===== src/rtl/num_acc_pkg.sv =====
// Shared types and constants for the num_acc fold unit.
// NUM_ACC_CARRY_EN widens the product to 128 bits so the overflow flag can be derived.
package num_pkg;

  localparam int unsigned NUM_W         = 64;
  localparam int unsigned NUM_DIGIT_W   = 16;
  localparam int unsigned NUM_MUL_STEPS = 4;

`ifdef NUM_ACC_CARRY_EN
  localparam int unsigned NUM_PROD_W = 2 * NUM_W;
`else
  localparam int unsigned NUM_PROD_W = NUM_W;
`endif

  typedef enum logic [1:0] {
    NUM_LOAD  = 2'd0,
    NUM_PLUS  = 2'd1,
    NUM_MINUS = 2'd2,
    NUM_MUL   = 2'd3
  } num_op_e;

  typedef enum logic [1:0] {
    ST_ACC = 2'd0,
    ST_MUL = 2'd1,
    ST_OUT = 2'd2
  } num_acc_state_e;

endpackage


===== src/rtl/num_acc_mul_iter.sv =====
// Iterative shift-add multiplier: one 64x16 partial product per cycle over 4 cycles.
// Product width follows NUM_ACC_CARRY_EN via num_pkg::NUM_PROD_W.
module num_mul_iter
  import num_pkg::*;
(
  input  logic                  i_clk,
  input  logic                  i_rst_n,
  input  logic                  i_start,
  input  logic [NUM_W-1:0]      i_multiplicand,
  input  logic [NUM_W-1:0]      i_multiplier,
  output logic                  o_done,
  output logic [NUM_PROD_W-1:0] o_product
);

  localparam int unsigned K_W = $clog2(NUM_MUL_STEPS);

  logic [K_W-1:0]        r_k;
  logic                  r_busy;
  logic [NUM_W-1:0]      r_mcand;
  logic [NUM_W-1:0]      r_mplier;
  logic [NUM_PROD_W-1:0] r_prod;

  logic [NUM_DIGIT_W-1:0] w_digit;
  logic [NUM_PROD_W-1:0]  w_pp;
  logic [NUM_PROD_W-1:0]  w_sum;

  // Final step's sum is presented combinationally so the caller can commit it on the done edge.
  always_comb begin
    w_digit = r_mplier[r_k*NUM_DIGIT_W +: NUM_DIGIT_W];
    w_pp    = (NUM_PROD_W'(r_mcand) * NUM_PROD_W'(w_digit)) << (r_k * NUM_DIGIT_W);
    w_sum   = r_prod + w_pp;
  end

  assign o_done    = r_busy && (r_k == K_W'(NUM_MUL_STEPS - 1));
  assign o_product = w_sum;

  always_ff @(posedge i_clk) begin
    if (!i_rst_n) begin
      r_k      <= '0;
      r_busy   <= 1'b0;
      r_mcand  <= '0;
      r_mplier <= '0;
      r_prod   <= '0;
    end else if (i_start) begin
      r_k      <= '0;
      r_busy   <= 1'b1;
      r_mcand  <= i_multiplicand;
      r_mplier <= i_multiplier;
      r_prod   <= '0;
    end else if (r_busy) begin
      r_prod <= w_sum;
      r_k    <= r_k + K_W'(1);
      if (o_done) r_busy <= 1'b0;
    end
  end

endmodule


===== src/rtl/num_acc.sv =====
// Streaming 64-bit fold unit: reduces a packet of LOAD/PLUS/MINUS/MUL beats to one result.
// NUM_ACC_CARRY_EN adds the sticky o_carry overflow flag.
module num_acc
  import num_pkg::*;
(
  input  logic             i_clk,
  input  logic             i_rst_n,
  input  logic             i_valid,
  output logic             o_ready,
  input  logic [1:0]       i_op,
  input  logic [NUM_W-1:0] i_data,
  input  logic             i_last,
  output logic             o_valid,
  input  logic             i_ready,
  output logic [NUM_W-1:0] o_result
`ifdef NUM_ACC_CARRY_EN
  ,
  output logic             o_carry
`endif
);

  num_acc_state_e r_state, w_state_nxt;
  logic [NUM_W-1:0] r_acc, w_acc_nxt;
  logic r_last;
  logic r_ready;
  logic r_valid;

  logic w_accept;
  logic w_hs;
  logic w_mul_start;
  logic w_mul_done;
  logic [NUM_PROD_W-1:0] w_product;
  num_op_e w_op;

`ifdef NUM_ACC_CARRY_EN
  logic r_carry, w_carry_nxt, w_cy;
`endif

  assign w_op        = num_op_e'(i_op);
  assign w_accept    = i_valid && r_ready;
  assign w_mul_start = w_accept && (w_op == NUM_MUL);
  assign w_hs        = r_valid && i_ready;

  num_mul_iter u_mul (
    .i_clk          (i_clk),
    .i_rst_n        (i_rst_n),
    .i_start        (w_mul_start),
    .i_multiplicand (r_acc),
    .i_multiplier   (i_data),
    .o_done         (w_mul_done),
    .o_product      (w_product)
  );

  always_comb begin
    w_state_nxt = r_state;
    w_acc_nxt   = r_acc;
`ifdef NUM_ACC_CARRY_EN
    w_carry_nxt = r_carry;
    w_cy        = 1'b0;
`endif
    unique case (r_state)
      ST_ACC: begin
        if (w_accept) begin
          unique case (w_op)
            NUM_LOAD: w_acc_nxt = i_data;
            NUM_PLUS: begin
`ifdef NUM_ACC_CARRY_EN
              {w_cy, w_acc_nxt} = {1'b0, r_acc} + {1'b0, i_data};
              w_carry_nxt       = r_carry | w_cy;
`else
              w_acc_nxt = r_acc + i_data;
`endif
            end
            NUM_MINUS: begin
              w_acc_nxt = r_acc - i_data;
`ifdef NUM_ACC_CARRY_EN
              w_carry_nxt = r_carry | (i_data > r_acc);
`endif
            end
            NUM_MUL: w_state_nxt = ST_MUL;
            default: w_acc_nxt = r_acc;
          endcase
          if ((w_op != NUM_MUL) && i_last) w_state_nxt = ST_OUT;
        end
      end
      ST_MUL: begin
        if (w_mul_done) begin
          w_acc_nxt   = w_product[NUM_W-1:0];
`ifdef NUM_ACC_CARRY_EN
          w_carry_nxt = r_carry | (|w_product[NUM_PROD_W-1:NUM_W]);
`endif
          w_state_nxt = r_last ? ST_OUT : ST_ACC;
        end
      end
      ST_OUT: begin
        if (w_hs) begin
          w_acc_nxt   = '0;
`ifdef NUM_ACC_CARRY_EN
          w_carry_nxt = 1'b0;
`endif
          w_state_nxt = ST_ACC;
        end
      end
      default: w_state_nxt = ST_ACC;
    endcase
  end

  // Handshake outputs are registered from the next state so o_ready stays low through reset.
  always_ff @(posedge i_clk) begin
    if (!i_rst_n) begin
      r_state <= ST_ACC;
      r_acc   <= '0;
      r_last  <= 1'b0;
      r_ready <= 1'b0;
      r_valid <= 1'b0;
`ifdef NUM_ACC_CARRY_EN
      r_carry <= 1'b0;
`endif
    end else begin
      r_state <= w_state_nxt;
      r_acc   <= w_acc_nxt;
      r_ready <= (w_state_nxt == ST_ACC);
      r_valid <= (w_state_nxt == ST_OUT);
      if (w_mul_start) r_last <= i_last;
`ifdef NUM_ACC_CARRY_EN
      r_carry <= w_carry_nxt;
`endif
    end
  end

  assign o_ready  = r_ready;
  assign o_valid  = r_valid;
  assign o_result = r_acc;
`ifdef NUM_ACC_CARRY_EN
  assign o_carry  = r_carry;
`endif

endmodule


===== config.mk =====
export PLATFORM = sky130hd
export DESIGN_NAME = num_acc
export DESIGN_NICKNAME = d
export VERILOG_FILES = /design/src/rtl/num_acc_pkg.sv /design/src/rtl/num_acc_mul_iter.sv /design/src/rtl/num_acc.sv
export SDC_FILE = /design/constraint.sdc
export NUM_CORES = 2
export LEC_CHECK = 0
export BUFFER_PORTS_ARGS = -buffer_cell sky130_fd_sc_hd__buf_2
export CORE_MARGIN = 10
export CORE_UTILIZATION = 43
export CTS_BUF_LIST = sky130_fd_sc_hd__clkbuf_2 sky130_fd_sc_hd__clkbuf_4 sky130_fd_sc_hd__clkbuf_8
export CTS_CLUSTER_DIAMETER = 80
export CTS_CLUSTER_SIZE = 14
export DETAILED_ROUTE_END_ITERATION = 12
export GPL_TIMING_DRIVEN = 0
export MAX_ROUTING_LAYER = met4
export SKIP_LAST_GASP = 1
export SLEW_MARGIN = 20
export SYNTH_ARGS = -nofsm -noshare
export SYNTH_HDL_FRONTEND = slang
export SYNTH_SLANG_ARGS = --single-unit

===== constraint.sdc =====
create_clock -name i_clk -period 10.55 [get_ports i_clk]
set_clock_uncertainty 0.15 [all_clocks]
set_input_delay 0 -clock i_clk [delete_from_list [all_inputs] [get_ports i_clk]]
set_output_delay 0 -clock i_clk [all_outputs]
set_load 0.02 [all_outputs]

## Word level (Yosys, flattened, before mapping)

Cells that the tools add are included.

- Memories: 0
- Flip-flop bits (word level): 264
- Latch bits: 0
- Word-level logic and storage cells: 56
- Bits of input ports: 71
- Output and inout port bits: 66
- Memory bits (writable): 0
- Memory bits (read-only): 0

- Bitwise gates (word level): 1
- $mul: 1
- Shift-type cells: 2
- Multiplexer cells: 15
- Equality and inequality tests: 12
- Divide/modulo/power cells: 0
- Magnitude comparators: 0
- Reduce and logical (&&, ||, !) cells: 11
- Add/subtract/negate cells: 4

Operators by type and width:

| kind | count |
|---|---|
| case mux 64 bit (3 select lines) | 2 |
| 2-to-1 mux 64 bit | 3 |
| adder 64 bit | 2 |
| multiplier 64 x 16 -> 64 bit | 1 |
| indexed part select 64 x 7 -> 16 bit | 1 |
| << shifter 64 x 6 -> 64 bit | 1 |
| subtractor 64 bit | 1 |
| 2-to-1 mux 2 bit | 6 |
| == test 2 bit (second input constant) | 5 |
| zero test 2 bit | 3 |
| != test 2 bit (second input constant) | 3 |
| case mux 2 bit (3 select lines) | 1 |
| logical AND 1 bit | 5 |
| AND reduction 5 bit | 1 |
| == test 2 x 1 -> 1 bit (second input constant) | 2 |
| != test 4 x 1 -> 1 bit (second input constant) | 1 |
| 2-to-1 mux 1 bit | 3 |
| nonzero test 3 bit | 1 |
| adder 2 x 1 -> 2 bit (second input constant) | 1 |
| != test 2 x 1 -> 1 bit (second input constant) | 1 |
| OR reduction 2 bit | 1 |
| inverter 1 bit | 1 |

## Longest topological paths before layout

- Depth after elaboration: 6
- Depth in mapped cells: 45
- Gate-level depth less buffers: 39

## Hierarchy

A second synthesis with hierarchy kept.

- Cell total of the unflattened synthesis: 5696
- Area total of the unflattened synthesis: 47420.5 sq um

By module, submodules not included:

| module | times used | area each (sq um) | cells each | seq. area each (sq um) |
|---|---|---|---|---|
| num_mul_iter | 1 | 38617.0 | 4455 | 3903.7 |
| num_acc | 1 | 8803.4 | 1241 | 1381.3 |

## Worst setup path before layout

OpenSTA, ideal clock, no wires.

- Path kind: flip-flop to flip-flop
- From: register u_mul.r_k[0]
- To: register r_acc[62] (netlist: o_result[62])
- Setup slack: 0.722 ns
- Library setup time: 0.133 ns
- Path buffers: 4
- Arrival: 9.545 ns
- Clock period less this slack: 9.828 ns
- Required time: 10.267 ns
- Stages on the path, launching flop included: 41
- Path through: dfxtp_1 buf_6 buf_12 buf_6 mux4_2 clkbuf_1 and2_1 fa_1 inv_1 fa_1 fa_1 inv_1 fa_1 fa_1 inv_1 fa_1 inv_1 ha_1 [... 5 more ...] nand2_1 a21boi_0 xor2_1 o21a_1 nor2_1 ha_1 nand3_1 nor4_1 nand2_1 a211oi_1 a2111oi_0 o41ai_1 nand2_1 o211ai_1 a21o_1 xor2_1 a222oi_1 a21oi_1

- Word-level cells in the longest chain between the ends: 6
- Elaborated cells between the ends (all ways): 10
- Those cells by class: add/sub: 1; mul: 1; eq/ne: 2; shift: 2; mux: 2; reduce/logical: 2

Ends and longest elaborated chain:

| item | line | text |
|---|---|---|
| from (decl) | num_acc_mul_iter.sv:17 | `logic [K_W-1:0] r_k;` |
| from (signal assigned) | num_acc_mul_iter.sv:52 | `r_k <= r_k + K_W'(1);` |
| indexed part select 64 x 7 -> 16 bit | num_acc_mul_iter.sv:29 | `w_digit = r_mplier[r_k*NUM_DIGIT_W +: NUM_DIGIT_W];` |
| multiplier 64 x 16 -> 64 bit | num_acc_mul_iter.sv:30 | `w_pp = (NUM_PROD_W'(r_mcand) * NUM_PROD_W'(w_digit)) << (r_k * NUM_DIGIT_W);` |
| << shifter 64 x 6 -> 64 bit | num_acc_mul_iter.sv:30 |  |
| adder 64 bit | num_acc_mul_iter.sv:31 | `w_sum = r_prod + w_pp;` |
| 2-to-1 mux 64 bit | num_acc.sv:87 | `if (w_mul_done) begin` |
| case mux 64 bit (3 select lines) | num_acc.sv:61 | `unique case (r_state)` |
| to (signal assigned) | num_acc.sv:121 | `r_acc <= w_acc_nxt;` |
| to (decl) | num_acc.sv:23 | `logic [NUM_W-1:0] r_acc, w_acc_nxt;` |

Parallel ways exist; a longest one is shown, timed or not. The select of a mux whose other input is x is not followed.
A chain may end at the register's enable or synchronous reset.

## Worst setup path after layout

- From: register u_mul.r_k[0]
- To: register r_acc[60] (netlist: o_result[60])

The elaborated chain is that of the path after synthesis.

==> key figures <==
Status
  – Status: finished with violations
  – Failing checks: setup timing

Synth
  – Primary FF master, synth: dfxtp_1
  – Netlist cell types: 87
  – Post-synthesis async set-or-reset flop share: 0
  – Net Count, Synth: a little under 7000
  – Yosys reg bits: 264
  – Post-synth EDFFs: 0
  – Synthesized area per cell: 8.13 um^2
  – Netlist Area Pre-Place: around 47000 um^2
  – Sequential share of the synthesized area: 0.113
  – Synthesis warning total: 0
  – Syn Inst Count: 5769

Power
  – Logic pwr share: 0.373
  – Total power: 2.94 mW
  – Switching power: 1.25 mW
  – Clk network pwr share: 0.235
  – Leak pwr: ~23 nW
  – Internal power: 1.69 mW
  – Pwr Density: approximately 55 nW/um^2
  – Switching share of power: 0.424
  – Reg power frac: 0.392
  – Maximum VDD drop: 76.9 uV

Global route
  – Initial antenna violation count: 15
  – First-pass GRT wire length: 287 mm
  – Total global routing track utilization: 0.325
  – Largest net degree at the start of global routing: 15
  – Vias in the first global route: 43000
  – Total grt overflow: 0

Drt
  – DRT iter0 DRCs: 3941
  – Vias/cell: 5.68
  – DRC viols: 0
  – Vias: 42600
  – DRT antenna net count: 0
  – First-pass iteration count of the detailed router: 6
  – Post-DR wirelength/cell: 26.1 um
  – WL final: a little under 200 mm

Clocking
  – Clock Sinks: 264
  – CTS Buf Count: 25
  – H-Tree Depth: 1
  – Clock latency on the worst-skew pair: 0.64 ns
  – Bufs on Longest Clock Path: 3
  – Root Driver: clkbuf_8
  – CTS tree: built
  – Worst-path clk slew: 0.10 ns

Critical path
  – Worst path most repeated cell: fa_1
  – Crit path max-delay family: adder cells
  – Setup Crit Path Kind: reg2reg
  – Flop-to-flop setup slack: -0.10 ns
  – Worst Setup End Kind: flop
  – CP max stage cell: mux4_2
  – Top fanout value on the critical path: 7
  – Critical path launch point type: flop
  – Worst path bufs/invs: 7
  – CP max stage delay: 0.69 ns
  – Worst EP arrival: around 11 ns
  – Req. time, crit path: 10.94 ns

Floorplanning
  – Area of the core: 109000 um^2
  – Top Ports: 137
  – Full die area: approximately 120000 um^2
  – Starting Density: 0.432
  – Die Height: roughly 350 um
  – DIE WIDTH: 350 um
  – Number of placement rows: between 100 and 150

Final layout
  – Filler cell count: 10600
  – Number of nets in the layout: 7131
  – Synth-to-layout area growth: 13.3%
  – Most frequent cells in the layout: nand2_1, inv_1, fa_1, and2_1, nor2_1
  – Commonest non-fill, non-tap cell in the layout: nand2_1
  – Share of layout cells above drive strength 1: 0.0999

Min path
  – Hold/Removal Path Class: in2reg

STA
  – Measured slew at the worst slew-check pin: 1.24 ns
  – Setup violations, final: 4
  – Period utilization: 1.01
  – Slew Viols, Final: 0
  – Min Tclk post-route: 10.65 ns
  – Final setup TNS: -0.228 ns
  – RSZ-0062 raised after global routing: true
  – Setup ws final: -0.102 ns
  – F_max: roughly 94 MHz
  – Max_slew headroom: 0.162
  – Final hold vios: 0

Place
  – PortBufs: 133
  – DPL Wire Length: 160 mm
  – RD Place Congestion: between 1 and 1.5

Flow run
  – Max_cap viols: 0
-- flip-flops by register name (all words and copies together), names as in the netlist, 2 cells and up --
name            cells
u_mul.r_prod       64
u_mul.r_k           2
o_result           64
u_mul.r_mcand      64
r_state             2
u_mul.r_mplier     64
-- cell families after synthesis --
family / synth area share
buffers and inverters: 0.0927
flip-flops: 0.113
multiplexers: 0.0305
AND/OR/NAND/NOR: 0.189
adder cells (fa/ha/maj): 0.385
XOR/XNOR: 0.0483
AO/OA/AOI/OAI: 0.143
-- tightest hold or removal path, stage by stage --
cell and delay [ns]:
dlygate4sd3_1 0.53, buf_2 0.17, nand2_1 0.06, a21boi_0 0.06
-- cells in the mapped netlist (19+ instances only) --
master / instances / area [um^2]
nand3_1: 46 / 230
nor3_1: 49 / 245
inv_1: 804 / 3020
o211a_1: 19 / 190
clkbuf_1: 304 / 1140
nand2b_1: 21 / 131
nor2_1: 279 / 1050
dfxtp_1: 264 / 5290
xor2_1: 64 / 561
a211oi_1: 32 / 240
o21a_1: 29 / 218
mux2i_1: 94 / 941
and2_1: 319 / 2000
a21oi_1: 284 / 1420
and3_1: 37 / 231
xnor2_1: 191 / 1670
buf_1: 32 / 120
ha_1: 236 / 2950
nor2b_1: 33 / 206
a31oi_1: 42 / 263
nand2_1: 1089 / 4090
a221oi_1: 28 / 245
a21o_1: 103 / 773
fa_1: 754 / 15100
nand4_1: 30 / 188
o21ai_0: 164 / 821
a21boi_0: 146 / 1100
o21bai_1: 34 / 255
-- stage by stage --
stage               utilization  setup WS (ns)  area (um^2)  hold WS (ns)  cells
CTS                       0.481      0.0000240        52200        0.0205   7475
global placement          0.455          -2.59        49400         0.134   7316
floorplan                     -          0.722        46900      -0.00508   5769
global route              0.490         -0.280        53200        0.0809   7495
detailed placement        0.455          -2.35        49400         0.140   7316
finish                    0.490         -0.102        53200        0.0688   7496
-- power groups by stage --
stage	combinational (mW)	clock (mW)	sequential, mW
after floorplan	0.606	0	1.14
after global routing	1.17	0.726	1.15
after detailed placement	1.02	0	1.17
after global placement	1.03	0	1.17
final	1.10	0.691	1.15
after CTS	1.07	0.700	1.15
-- final cells by class --
class,instances,area (um^2),area share
Antenna cell,6,15.0,0.000282
Buffer,319,1540,0.0290
Clock buffer,26,358,0.00673
Clock inverter,7,113,0.00212
Inverter,805,3020,0.0568
Multi-Input combinational cell,4356,38800,0.730
Sequential cell,264,5290,0.0994
Tap cell,1414,1770,0.0333
Timing Repair Buffer,299,2250,0.0423
-- worst paths after layout --
kind | from | endpoint | depth (start not counted)
max | u_mul.r_k[0]$_SDFFE_PP0P_ | o_result[60]$_SDFFE_PN0P_ | 40
min | i_data[52] | u_mul.r_mplier[52]$_SDFFE_PN0P_ | 4
max reg2reg | u_mul.r_k[0]$_SDFFE_PP0P_ | o_result[60]$_SDFFE_PN0P_ | 40
min reg2reg | u_mul.r_mplier[8]$_SDFFE_PN0P_ | u_mul.r_mplier[8]$_SDFFE_PN0P_ | 2
-- timing repair --
item / CTS / global route
pin swaps: 65 / 97
hold endpoints to repair: 150 / 0
buffers inserted: 65 / 25
resized for setup: 246 / 193
endpoints found under the setup margin: 88 / 60
cloned: 4 / 0
hold buffers: 72 / 0
-- layer usage --
layer | GRT usage | wire length (um) | up-vias
li1 | - | - | 18900
met1 | 0.410 | 78200 | 21300
met2 | 0.515 | 90000 | 2011
met3 | 0.0462 | 16600 | 388
met4 | 0.147 | 11300 | 0
met5 | - | 0 | -
Power figures use the tool's default switching activity.
